### src/rtl/l2norm_stream_scheduler.sv
// Packet-level round-robin scheduler sharing one L2-norm engine between NUM_SRC streams.
// Each granted packet's source ID is queued so that engine results come back tagged.
module l2norm_stream_scheduler #(
  parameter int NUM_SRC   = 4,
  parameter int SRC_W     = 2,
  parameter int TAG_DEPTH = 4
) (
  input  logic                    clock,
  input  logic                    reset,
  input  logic [64*NUM_SRC-1:0]   io_src_tdata,
  input  logic [NUM_SRC-1:0]      io_src_tvalid,
  input  logic [NUM_SRC-1:0]      io_src_tlast,
  output logic [NUM_SRC-1:0]      io_src_tready,
  output logic [63:0]             io_eng_in_tdata,
  output logic                    io_eng_in_tvalid,
  output logic                    io_eng_in_tlast,
  input  logic                    io_eng_in_tready,
  input  logic [31:0]             io_eng_out_tdata,
  input  logic                    io_eng_out_tvalid,
  output logic                    io_eng_out_tready,
  output logic [31:0]             io_res_tdata,
  output logic [SRC_W-1:0]        io_res_tid,
  output logic                    io_res_tvalid,
  input  logic                    io_res_tready,
  output logic                    io_busy,
  output logic                    io_err_orphan
);

  localparam int PTR_W = $clog2(TAG_DEPTH);
  localparam int CW    = SRC_W + 1;

  typedef enum logic {ST_IDLE = 1'b0, ST_STREAM = 1'b1} state_t;

  state_t             state_reg;
  logic [SRC_W-1:0]   grant_reg;
  logic [SRC_W-1:0]   rr_ptr_reg;
  logic [SRC_W-1:0]   tag_mem [TAG_DEPTH];
  logic [PTR_W-1:0]   wr_ptr_reg;
  logic [PTR_W-1:0]   rd_ptr_reg;
  logic [PTR_W:0]     count_reg;
  logic               err_orphan_reg;

  logic [63:0]        src_data [NUM_SRC];
  logic               any_valid;
  logic [SRC_W-1:0]   winner;
  logic [SRC_W-1:0]   rr_ptr_next;
  logic               tag_empty;
  logic               tag_full;
  logic               tag_pop;
  logic               grant_fire;
  logic               stream_active;

  assign stream_active = (state_reg == ST_STREAM);

  generate
    for (genvar gi = 0; gi < NUM_SRC; gi++) begin : g_src
      localparam logic [SRC_W-1:0] SRC_IDX = SRC_W'(gi);
      assign src_data[gi]      = io_src_tdata[64*gi +: 64];
      assign io_src_tready[gi] = stream_active && (grant_reg == SRC_IDX) && io_eng_in_tready;
    end
  endgenerate

  // Round-robin search: scanning offsets high-to-low lets the closest valid source after ptr win.
  always_comb begin
    logic [CW-1:0] cand;
    any_valid = |io_src_tvalid;
    winner    = rr_ptr_reg;
    cand      = '0;
    for (int i = NUM_SRC - 1; i >= 0; i--) begin
      cand = {1'b0, rr_ptr_reg} + CW'(i);
      if (cand >= CW'(NUM_SRC)) begin
        cand = cand - CW'(NUM_SRC);
      end
      if (io_src_tvalid[cand[SRC_W-1:0]]) begin
        winner = cand[SRC_W-1:0];
      end
    end
  end

  always_comb begin
    rr_ptr_next = winner + SRC_W'(1);
    if (winner == SRC_W'(NUM_SRC - 1)) begin
      rr_ptr_next = '0;
    end
  end

  assign io_eng_in_tdata  = src_data[grant_reg];
  assign io_eng_in_tvalid = stream_active && io_src_tvalid[grant_reg];
  assign io_eng_in_tlast  = io_src_tlast[grant_reg];

  assign tag_empty  = (count_reg == '0);
  assign tag_full   = (count_reg == (PTR_W+1)'(TAG_DEPTH));
  assign tag_pop    = io_eng_out_tvalid && io_res_tready && !tag_empty;
  // A full FIFO may still accept a new grant when a result drains in the same cycle.
  assign grant_fire = !stream_active && any_valid && (!tag_full || tag_pop);

  assign io_res_tdata      = io_eng_out_tdata;
  assign io_res_tid        = tag_mem[rd_ptr_reg];
  assign io_res_tvalid     = io_eng_out_tvalid && !tag_empty;
  assign io_eng_out_tready = (io_res_tready && !tag_empty) || tag_empty;
  assign io_busy           = stream_active || !tag_empty;
  assign io_err_orphan     = err_orphan_reg;

  always_ff @(posedge clock) begin
    if (grant_fire) begin
      tag_mem[wr_ptr_reg] <= winner;
    end
  end

  always_ff @(posedge clock) begin
    if (reset) begin
      state_reg      <= ST_IDLE;
      grant_reg      <= '0;
      rr_ptr_reg     <= '0;
      wr_ptr_reg     <= '0;
      rd_ptr_reg     <= '0;
      count_reg      <= '0;
      err_orphan_reg <= 1'b0;
    end else begin
      case (state_reg)
        ST_IDLE: begin
          if (grant_fire) begin
            grant_reg  <= winner;
            rr_ptr_reg <= rr_ptr_next;
            state_reg  <= ST_STREAM;
          end
        end
        ST_STREAM: begin
          if (io_eng_in_tvalid && io_eng_in_tready && io_eng_in_tlast) begin
            state_reg <= ST_IDLE;
          end
        end
        default: state_reg <= ST_IDLE;
      endcase

      if (grant_fire) begin
        wr_ptr_reg <= wr_ptr_reg + PTR_W'(1);
      end
      if (tag_pop) begin
        rd_ptr_reg <= rd_ptr_reg + PTR_W'(1);
      end
      case ({grant_fire, tag_pop})
        2'b10:   count_reg <= count_reg + (PTR_W+1)'(1);
        2'b01:   count_reg <= count_reg - (PTR_W+1)'(1);
        default: count_reg <= count_reg;
      endcase

      // Results with no outstanding tag are accepted and dropped; the flag stays until reset.
      if (io_eng_out_tvalid && tag_empty) begin
        err_orphan_reg <= 1'b1;
      end
    end
  end

endmodule

### config.mk
export PLATFORM = sky130hd
export DESIGN_NAME = l2norm_stream_scheduler
export DESIGN_NICKNAME = d
export VERILOG_FILES = /design/src/rtl/l2norm_stream_scheduler.sv
export SDC_FILE = /design/constraint.sdc
export NUM_CORES = 1
export LEC_CHECK = 0
export ABC_CLOCK_PERIOD_IN_PS = 5630
export CORE_AREA = 8 8 155 157
export CTS_BUF_LIST = sky130_fd_sc_hd__clkbuf_4
export DETAILED_ROUTE_END_ITERATION = 8
export DIE_AREA = 0 0 163 165
export HOLD_SLACK_MARGIN = 0.12
export PLACE_DENSITY = 0.59
export REMOVE_ABC_BUFFERS = 1
export SLEW_MARGIN = 20
export SYNTH_ARGS = -nofsm -noshare
export SYNTH_HDL_FRONTEND = slang
export SYNTH_SLANG_ARGS = --single-unit
### constraint.sdc
create_clock -name clock -period 5.63 [get_ports clock]
set_input_delay 0.563 -clock clock [delete_from_list [all_inputs] [get_ports clock]]
set_output_delay 0.563 -clock clock [all_outputs]
set_load 0.005 [all_outputs]
; ---- Yosys cells after proc, flatten, opt, wreduce, memory -nomap -nowiden
; Memories as Yosys holds them, arrays and structs flattened. A register that Yosys moved wholly into a read port is not among the register bits.
; Cells that the tools add are included.
[classes]
n_addsub = 12
magnitude_cmp = 10
eq_ne = 7
mux = 31
bitwise_logic = 2
reduce_logical = 29
[ops]
columns = op, n
row1 = 64-bit binary-select mux with 2-bit select, 1
row2 = 64-bit 2-to-1 mux, 2
row3 = 2-bit 2-to-1 mux, 11
row4 = 1-bit logical AND, 18
row5 = "2-bit by 3-bit less-than comparator with 1-bit output, second input constant", 5
row6 = 1-bit binary-select mux with 2-bit select, 6
row7 = "3-bit greater-or-equal comparator, second input constant", 4
row8 = 1-bit 2-to-1 mux, 9
row9 = "2-bit equality test, second input constant", 4
row10 = "2-bit by 1-bit subtractor with 2-bit output, second input constant", 4
row11 = "2-bit by 1-bit adder with 2-bit output, second input constant", 3
row12 = "2-bit by 2-bit adder with 3-bit output, second input constant", 2
row13 = 3-bit one-hot mux with 2 select lines, 1
row14 = "2-bit by 1-bit equality test with 1-bit output, second input constant", 2
row15 = 4-bit OR reduction, 1
row16 = "2-bit by 1-bit adder with 3-bit output, second input constant", 1
row17 = "3-bit by 1-bit adder with 3-bit output, second input constant", 1
row18 = "3-bit equality test, second input constant", 1
row19 = "2-bit by 3-bit greater-or-equal comparator with 1-bit output, second input constant", 1
row20 = 1-bit logical NOT, 3
row21 = 3-bit logical NOT, 1
row22 = 1-bit logical OR, 3
row23 = 2-bit NOT with 3-bit output, 1
row24 = "3-bit by 1-bit subtractor with 3-bit output, second input constant", 1
row25 = other kinds (5), 5
[word_totals]
reg_bits = 13
ram_bits = 8
in_bits = 301
output_inout_bits = 108
wordCells = 99
memories = 1
[memory_table]
columns = memory, depth, width, rd, rd_ports_with_merged_regs, write_ports, line
row1 = tag_mem, 4, 2, 1, 1, 1, 37  ; logic [SRC_W-1:0] tag_mem [TAG_DEPTH];

; ---- Depth between registers and ports, before layout
; Gate-level depths: netlist of run 1.
[logic_depth]
word_depth = 11
mapped_depth = 7
depth_no_buf = 7

; ---- Worst setup path after synthesis of run 1
; OpenSTA, ideal clock, no wires.
[synth_timing]
kind = in2reg
startpoint = input port io_src_tvalid[1]
endpoint = register count_reg[2]
setup_ps = 129
t_arrival_ps = 1956
required_time_ps = 5501
setup_slack_ps = 3545
cell_stages = 6
path_buffers = 0
cell_sequence = nor4_2 o21ai_1 fa_1 o31ai_2 xnor2_1 nor2_1
[synth_between]
elab_chain_cells = 5
word_cells_on_any_way = 7
classes_between = eq/ne: 2 / mux: 1 / reduce/logical: 4
[synth_lines]
columns = item, line
row1 = from (decl), 11  ; input logic [NUM_SRC-1:0] io_src_tvalid,
row2 = 4-bit OR reduction (*), 66  ; any_valid = |io_src_tvalid;
row3 = 1-bit logical AND (*) (2 in a row), 95  ; assign grant_fire = !stream_active && any_valid && (!tag_full || tag_pop);
row4 = 2-bit by 1-bit equality test with 1-bit output / 2-bit equality test (equally long branches), 142  ; case ({grant_fire, tag_pop})
row5 = 3-bit one-hot mux with 2 select lines / 2-bit nonzero test (equally long branches), n/a
row6 = to (signal assigned), 143  ; 2'b10: count_reg <= count_reg + (PTR_W+1)'(1);
row7 = to (signal assigned), 144  ; 2'b01: count_reg <= count_reg - (PTR_W+1)'(1);
row8 = to (signal assigned), 145  ; default: count_reg <= count_reg;
row9 = to (decl), 40  ; logic [PTR_W:0] count_reg;
; Mark *: on every way between the ends. The rest lies on a longest branch, timed or not.
; A chain may end at the register's enable or synchronous reset.

; ---- Worst setup path in the final report of run 1
[layout_timing]
startpoint = register grant_reg[1]
endpoint = output port io_eng_in_tdata[35]
[layout_between]
elab_chain_cells = 4
[layout_lines]
columns = item, line
row1 = from (decl), 35  ; logic [SRC_W-1:0] grant_reg;
row2 = from (signal assigned), 123  ; grant_reg <= winner;
row3 = 2-bit NOT with 3-bit output (not written as such), 87  ; assign io_eng_in_tdata = src_data[grant_reg];
row4 = 64-bit binary-select mux with 2-bit select, 87
row5 = 64-bit 2-to-1 mux (not written as such) (2 in a row), 87
row6 = to (decl), 14  ; output logic [63:0] io_eng_in_tdata,
; No other way between the ends. The select of a mux whose other input is x is not followed.

==> results of run 1 <==
[layout make-up]
cell class / instances / area [µm²]
fillers: 2174 / 14980
repair buffers: 347 / 3486
multi-input cells: 142 / 2063
flip-flops and latches: 23 / 545.5
well taps: 280 / 350.3
clock buffers: 3 / 22.52
inverters: 6 / 22.52
diodes: 3 / 7.507
clock inverters: 1 / 5.005
[cell families after synthesis]
group / share of synthesized area (%)
multiplexers: 52.28
buffers and inverters: 12.27
AND/OR/NAND/NOR: 6.746
flip-flops: 18.21
AO/OA/AOI/OAI: 6.366
XOR/XNOR: 1.771
adder cells (fa/ha/maj): 2.361
[placed cells by master (no fill, tap or decap), types with 3 or more instances in the layout]
cell             count
xnor2_1              5
a211oi_2             3
nor2b_1              5
clkbuf_4             3
ha_1                 4
mux4_2              68
a21oi_1              4
diode_2              3
clkdlybuf4s50_1    344
edfxtp_1             8
dfxtp_1             13
nor2_1              17
inv_1                6
and2_1               5
nor3_1               3
nand2_1              3
[power breakdown]
group	total (µW)	switching, µW	internal (µW)
clock	73.2	46.8	26.5
combinational	947	320	627
sequential	273	57.7	215
total	1290	424	869
[layer usage]
metal | share of wire [%] | vias up
met5 | 0.12 | -
met4 | 1.2 | 4
met3 | 11 | 16
met2 | 48 | 238
met1 | 40 | 1688
li1 | - | 1473
[Yosys cell counts]
library cell	n
mux4_2	68
buf_4	35
nor2_1	17
dfxtp_1	15
buf_2	9
edfxtp_1	8
clkbuf_1	6
inv_1	6
and2_1	5
nor2b_1	5
xnor2_1	5
a21oi_1	4
ha_1	4
a211oi_2	3
nand2_1	3
nor3_1	3
a211oi_1	2
mux2i_1	2
nand3_1	2
o21ai_0	2
o21ai_1	2
a211o_2	1
a2bb2oi_1	1
buf_6	1
fa_1	1
nand2b_1	1
nor2_2	1
nor4_2	1
o211ai_1	1
o21a_4	1
o221a_2	1
o311a_1	1
o31ai_2	1
o31ai_4	1
or2_2	1
or3_1	1
xor2_1	1
[how the worst max path moves through the flow]
stage / to
3_5_place_dp: io_eng_in_tdata[61]
4_1_cts: io_eng_in_tdata[61]
5_1_grt: io_eng_in_tdata[0]
2_1_floorplan: io_eng_in_tvalid
3_3_place_gp: io_eng_in_tdata[31]
6_report: io_eng_in_tdata[35]
[per-stage QoR]
| step | hold WS (ns) | setup WS (ns) | cell area [µm²] | utilization [%] |
|---|---|---|---|---|
| 2_1_floorplan | 0.4604 | 1.496 | 2626 | - |
| 3_3_place_gp | 0.4607 | 2.430 | 6440 | 29.97 |
| 3_5_place_dp | 0.4612 | 2.387 | 6440 | 29.97 |
| 4_1_cts | 0.4944 | 2.028 | 6467 | 30.10 |
| 5_1_grt | 0.5551 | 2.156 | 6502 | 30.26 |
| 6_report | 0.4877 | 2.294 | 6502 | 30.26 |
[worst min-delay path: stages, from the launching register on]
cell and delay, ns:
dfxtp_1 0.35, a21oi_1 0.04, nor2_1 0.07
==> impl_metrics.yaml, run 1 <==
status:
  outcome: "complete, no violations"
power:
  ir_drop_mv: 0.1588
  p_leak_uw: 0.002150
  power.total_uw: 1293
  p_per_area_mw_per_mm2: 198.9
die:
  start_util_pct: 13.81
  rows: 54
  die_y_um: 165
  dieArea_mm2: 0.02690
  core_mm2: 0.02149
  die_w_um: 163
  pin_count: 409
placed_design:
  dpl.cell_count: 797
  gp_congestion: 0.9705
  hpwlAfterDp_um: 19930
  io_buffers: 344
setup_path:
  path_delay_family: "buffers and inverters"
  path_class: "flip-flop to output pin"
  cpPeakStageDelay_ns: 0.89
  crit_chain: "buf_4 -> mux4_2 -> clkdlybuf4s50_1"
  r2r-start: "grant_reg[1]$_SDFFE_PP0P_"
  cp-startpoint: "grant_reg[1]$_SDFFE_PP0P_"
  path_depth: 3
  rrSetupSlack_ns: 3.32
  startpoint_type: "flip-flop"
  r2r_cells: 5
  crit_buf_inv: 2
  cp_slowest_cell: "dfxtp_2"
  r2r_end: "state_reg$_SDFF_PP0_"
  cp.required_ns: 5.07
  cp_max_fo: 38
  worstPathArrival_ns: 2.77
  worstSetupEndpointType: "output pin"
clock_tree:
  hold_buffers: 0
  cts_tree: "yes"
  post_cts_resized: 0
  cts_buffers: 3
  root_buffer: "clkbuf_4"
  clock_sinks: 23
  clk_latency_ns: 0.30
  cts_buffer_depth: 2
  cts_setup_buffers: 0
  cts_htree_levels: 1
  clk_pin_slew_worst_paths_ns: 0.12
worst_hold_path:
  hp-class: "flip-flop to flip-flop"
  hold_end: "io_err_orphan$_SDFFE_PP0P_"
  hold_depth: 2
  min_from: "io_err_orphan$_SDFFE_PP0P_"
logic_synthesis:
  avgSynthCellArea_um2: 13.37
  synth_top_area_share_pct: 51.60
  synth_area_leaders: "mux4_2, dfxtp_1, buf_4"
  synth_seq_cells: 23
  syn_area_mm2: 0.002968
  synth_largest_area_cell: "mux4_2"
  synthCells: 222
  ys_warn_count: 0
  ys_seq_area_share_pct: 18.21
  synth_cell_types: 37
sta:
  min_period_ns: 3.336
  fin_setup_tns_ns: 0
  drv_slew: 0
  skew_ns: 0.002130
  relSlewSlack_pct: 34.23
  rsz0062_at_grt: "false"
  setup_viol: 0
  period_share_pct: 59.25
  fmax_ghz: 0.2998
  hold_viol: 0
  worst_pin_slew_ns: 0.9847
route:
  vias: 3419
  avgViaCountPerCell: 4.247
  routed_wl_um: 22420
  drtAntennaViolNets: 0
  drt_iter0_markers: 209
  first_pass_iters: 4
  post-route-drc-count: 0
  wl_per_cell_um: 27.85
flow_run:
  maxCapViolCount: 0
grt:
  gr-usage-met2_pct: 24.01
  grtUsageMet3_pct: 6.132
  grt_pass1_vias: 3819
  antenna_found_initial: 7
  track_usage_pct: 15.01
  grt_util_met1_pct: 18.86
  busiest_layer: "met2"
  grt_pass1_wl_um: 29400
  grt_overflow_total: 0
  grt_max_degree: 53
finish:
  area_delta_synth_final_pct: 119.1
  instances_no_fill: 805
  drive_gt1_share_pct: 16.86
  largest_register_ffs: 8
  final_net_count: 829
Note: power is estimated with default switching activity, not from simulation.
==> inputs of run 2 (changes only) <==
--- a/config.mk
+++ b/config.mk
@@ -5,13 +5,13 @@
 export SDC_FILE = /design/constraint.sdc
 export NUM_CORES = 1
 export LEC_CHECK = 0
-export ABC_CLOCK_PERIOD_IN_PS = 5630
-export CORE_AREA = 8 8 155 157
+export ABC_CLOCK_PERIOD_IN_PS = 2700
+export CORE_AREA = 8 8 153 155
 export CTS_BUF_LIST = sky130_fd_sc_hd__clkbuf_4
 export DETAILED_ROUTE_END_ITERATION = 8
-export DIE_AREA = 0 0 163 165
+export DIE_AREA = 0 0 161 163
 export HOLD_SLACK_MARGIN = 0.12
-export PLACE_DENSITY = 0.59
+export PLACE_DENSITY = 0.62
 export REMOVE_ABC_BUFFERS = 1
 export SLEW_MARGIN = 20
 export SYNTH_ARGS = -nofsm -noshare
==> constraint.sdc (replaced) <==
create_clock -name clock -period 2.7 [get_ports clock]
set_input_delay 0.27 -clock clock [delete_from_list [all_inputs] [get_ports clock]]
set_output_delay 0.27 -clock clock [all_outputs]
set_load 0.005 [all_outputs]
==> run 2 against run 1 <==
Net effect:
- clock skew grew 0.0087 ns
- sequential power grew 97%
- non-clock buffer count grew 8
- critical path depth is the same
- first-iteration DRC count shrank 5.3%
- global-route usage shrank 0.71 points
- via count grew 0.70%
- routed wire length shrank 7.6%
- sequential share of layout area shrank 0.13 points
- clock power grew 110%
- setup slack lost 2.0 ns
- total power grew 110%
- critical path type unchanged
- largest power group unchanged
==> impl_metrics.yaml, run 2 (synthesis gave the netlist of run 1 again) <==
die:
  pin_count: 409
  die_y_um: 163
  dieArea_mm2: 0.02624
  rows: 53
  core_mm2: 0.02082
  die_w_um: 161
  start_util_pct: 14.25
worst_hold_path:
  hp-class: "flip-flop to flip-flop"
  min_from: "io_err_orphan$_SDFFE_PP0P_"
  hold_end: "io_err_orphan$_SDFFE_PP0P_"
  hold_depth: 2
route:
  post-route-drc-count: 0
  routed_wl_um: 20700
  vias: 3443
  avgViaCountPerCell: 4.272
  wl_per_cell_um: 25.68
  drt_iter0_markers: 198
  first_pass_iters: 4
  drtAntennaViolNets: 0
grt:
  grt_pass1_vias: 3830
  track_usage_pct: 14.29
  grt_max_degree: 69
  antenna_found_initial: 4
  grt_overflow_total: 0
  grt_pass1_wl_um: 28360
placed_design:
  hpwlAfterDp_um: 18210
  gp_congestion: 0.9379
  post_dp_cell_area_mm2: 0.006544
  io_buffers: 344
  dpl.cell_count: 800
clock_tree:
  root_buffer: "clkbuf_4"
  post_cts_resized: 0
  cts_buffers: 3
  cts_htree_levels: 1
  clk_latency_ns: 0.31
  clk_pin_slew_worst_paths_ns: 0.13
  cts_tree: "yes"
  cts_buffer_depth: 2
  clock_sinks: 23
power:
  power.total_uw: 2745
  p_leak_uw: 0.002204
  ir_drop_mv: 0.4222
  p_per_area_mw_per_mm2: 415.8
finish:
  stdcell_area_mm2: 0.006601
  final_common_cell: "clkdlybuf4s50_1"
  multi_input_comb_area_mm2: 0.002063
  instances_no_fill: 806
  final_cell_mix: "clkdlybuf4s50_1, mux4_2, nor2_1"
  seq_area_um2: 545.5
  fillCellCount: 2121
  area_delta_synth_final_pct: 122.4
  drive_gt1_share_pct: 18.11
  final_net_count: 837
  largest_register_ffs: 8
  post-route-util_pct: 31.70
setup_path:
  cp_max_fo: 12
  path_class: "flip-flop to output pin"
  worstSetupEndpointType: "output pin"
  rrSetupSlack_ns: 0.89
  startpoint_type: "flip-flop"
  worstPathArrival_ns: 2.18
  r2r-start: "count_reg[2]$_SDFFE_PP0P_"
  cp.required_ns: 2.43
  r2r_cells: 6
  r2r_end: "count_reg[2]$_SDFFE_PP0P_"
sta:
  hold_viol: 0
  fmax_ghz: 0.4085
  setup_viol: 0
  period_share_pct: 90.67
  min_period_ns: 2.448
  skew_ns: 0.01079
  worst_pin_slew_ns: 0.6565
  drv_slew: 0
  timing.hold.ws_ns: 0.4955
  rsz0062_at_grt: "false"
  relSlewSlack_pct: 56.10
status:
  outcome: "complete, no violations"
flow_run:
  maxCapViolCount: 0
## run 2: final cells by class
class                           instances  area share [%]
Timing Repair Buffer                  355           54.47
Multi-Input combinational cell        142           31.25
Sequential cell                        23           8.264
Tap cell                              275           5.212
Clock buffer                            3          0.3412
Inverter                                6          0.3412
Clock inverter                          1         0.07582
Antenna cell                            1         0.03791
## run 2: worst max path at each step
| stage | from | end | slack [ns] | cells after the start |
|---|---|---|---|---|
| after floorplan | grant_reg[0]$_SDFFE_PP0P_ | state_reg$_SDFF_PP0_ | -1.16 | 4 |
| after global placement | io_src_tvalid[1] | count_reg[2]$_SDFFE_PP0P_ | 0.35 | 7 |
| after detailed placement | io_src_tvalid[1] | count_reg[2]$_SDFFE_PP0P_ | 0.32 | 7 |
| after CTS | grant_reg[0]$_SDFFE_PP0P_ | io_eng_in_tdata[6] | 0.04 | 3 |
| after global routing | grant_reg[0]$_SDFFE_PP0P_ | io_eng_in_tdata[6] | 0.13 | 3 |
| final | grant_reg[0]$_SDFFE_PP0P_ | io_eng_in_tdata[6] | 0.25 | 3 |
## run 2: timing repair
item,CTS,global route
endpoints found under the setup margin,0,12
hold buffers,0,0
buffers inserted,0,1
## run 2: worst max-delay path: stages, from the launching register on
cell	delay, ns
dfxtp_4	0.59
buf_4	0.25
mux4_2	0.52
clkdlybuf4s50_1	0.49
## run 2: metrics by stage
stage                     TNS (ns)  setup WS, ns
after floorplan             -76.39        -1.161
after global placement           0        0.3491
after detailed placement         0        0.3156
after CTS                        0       0.04173
after global routing             0        0.1266
final                            0        0.2520
## run 2: where the power goes
part | internal [µW] | switching [µW]
clock network | 55.3 | 102
logic | 1360 | 693
registers | 449 | 88.2
total | 1860 | 883
## run 2: routing by layer
metal,vias to the layer above,wire length (µm),GRT usage [%]
li1,1489,-,-
met1,1712,7599,16.25
met2,230,10990,26.26
met3,10,2005,5.308
met4,2,99,0.6734
met5,-,10,0
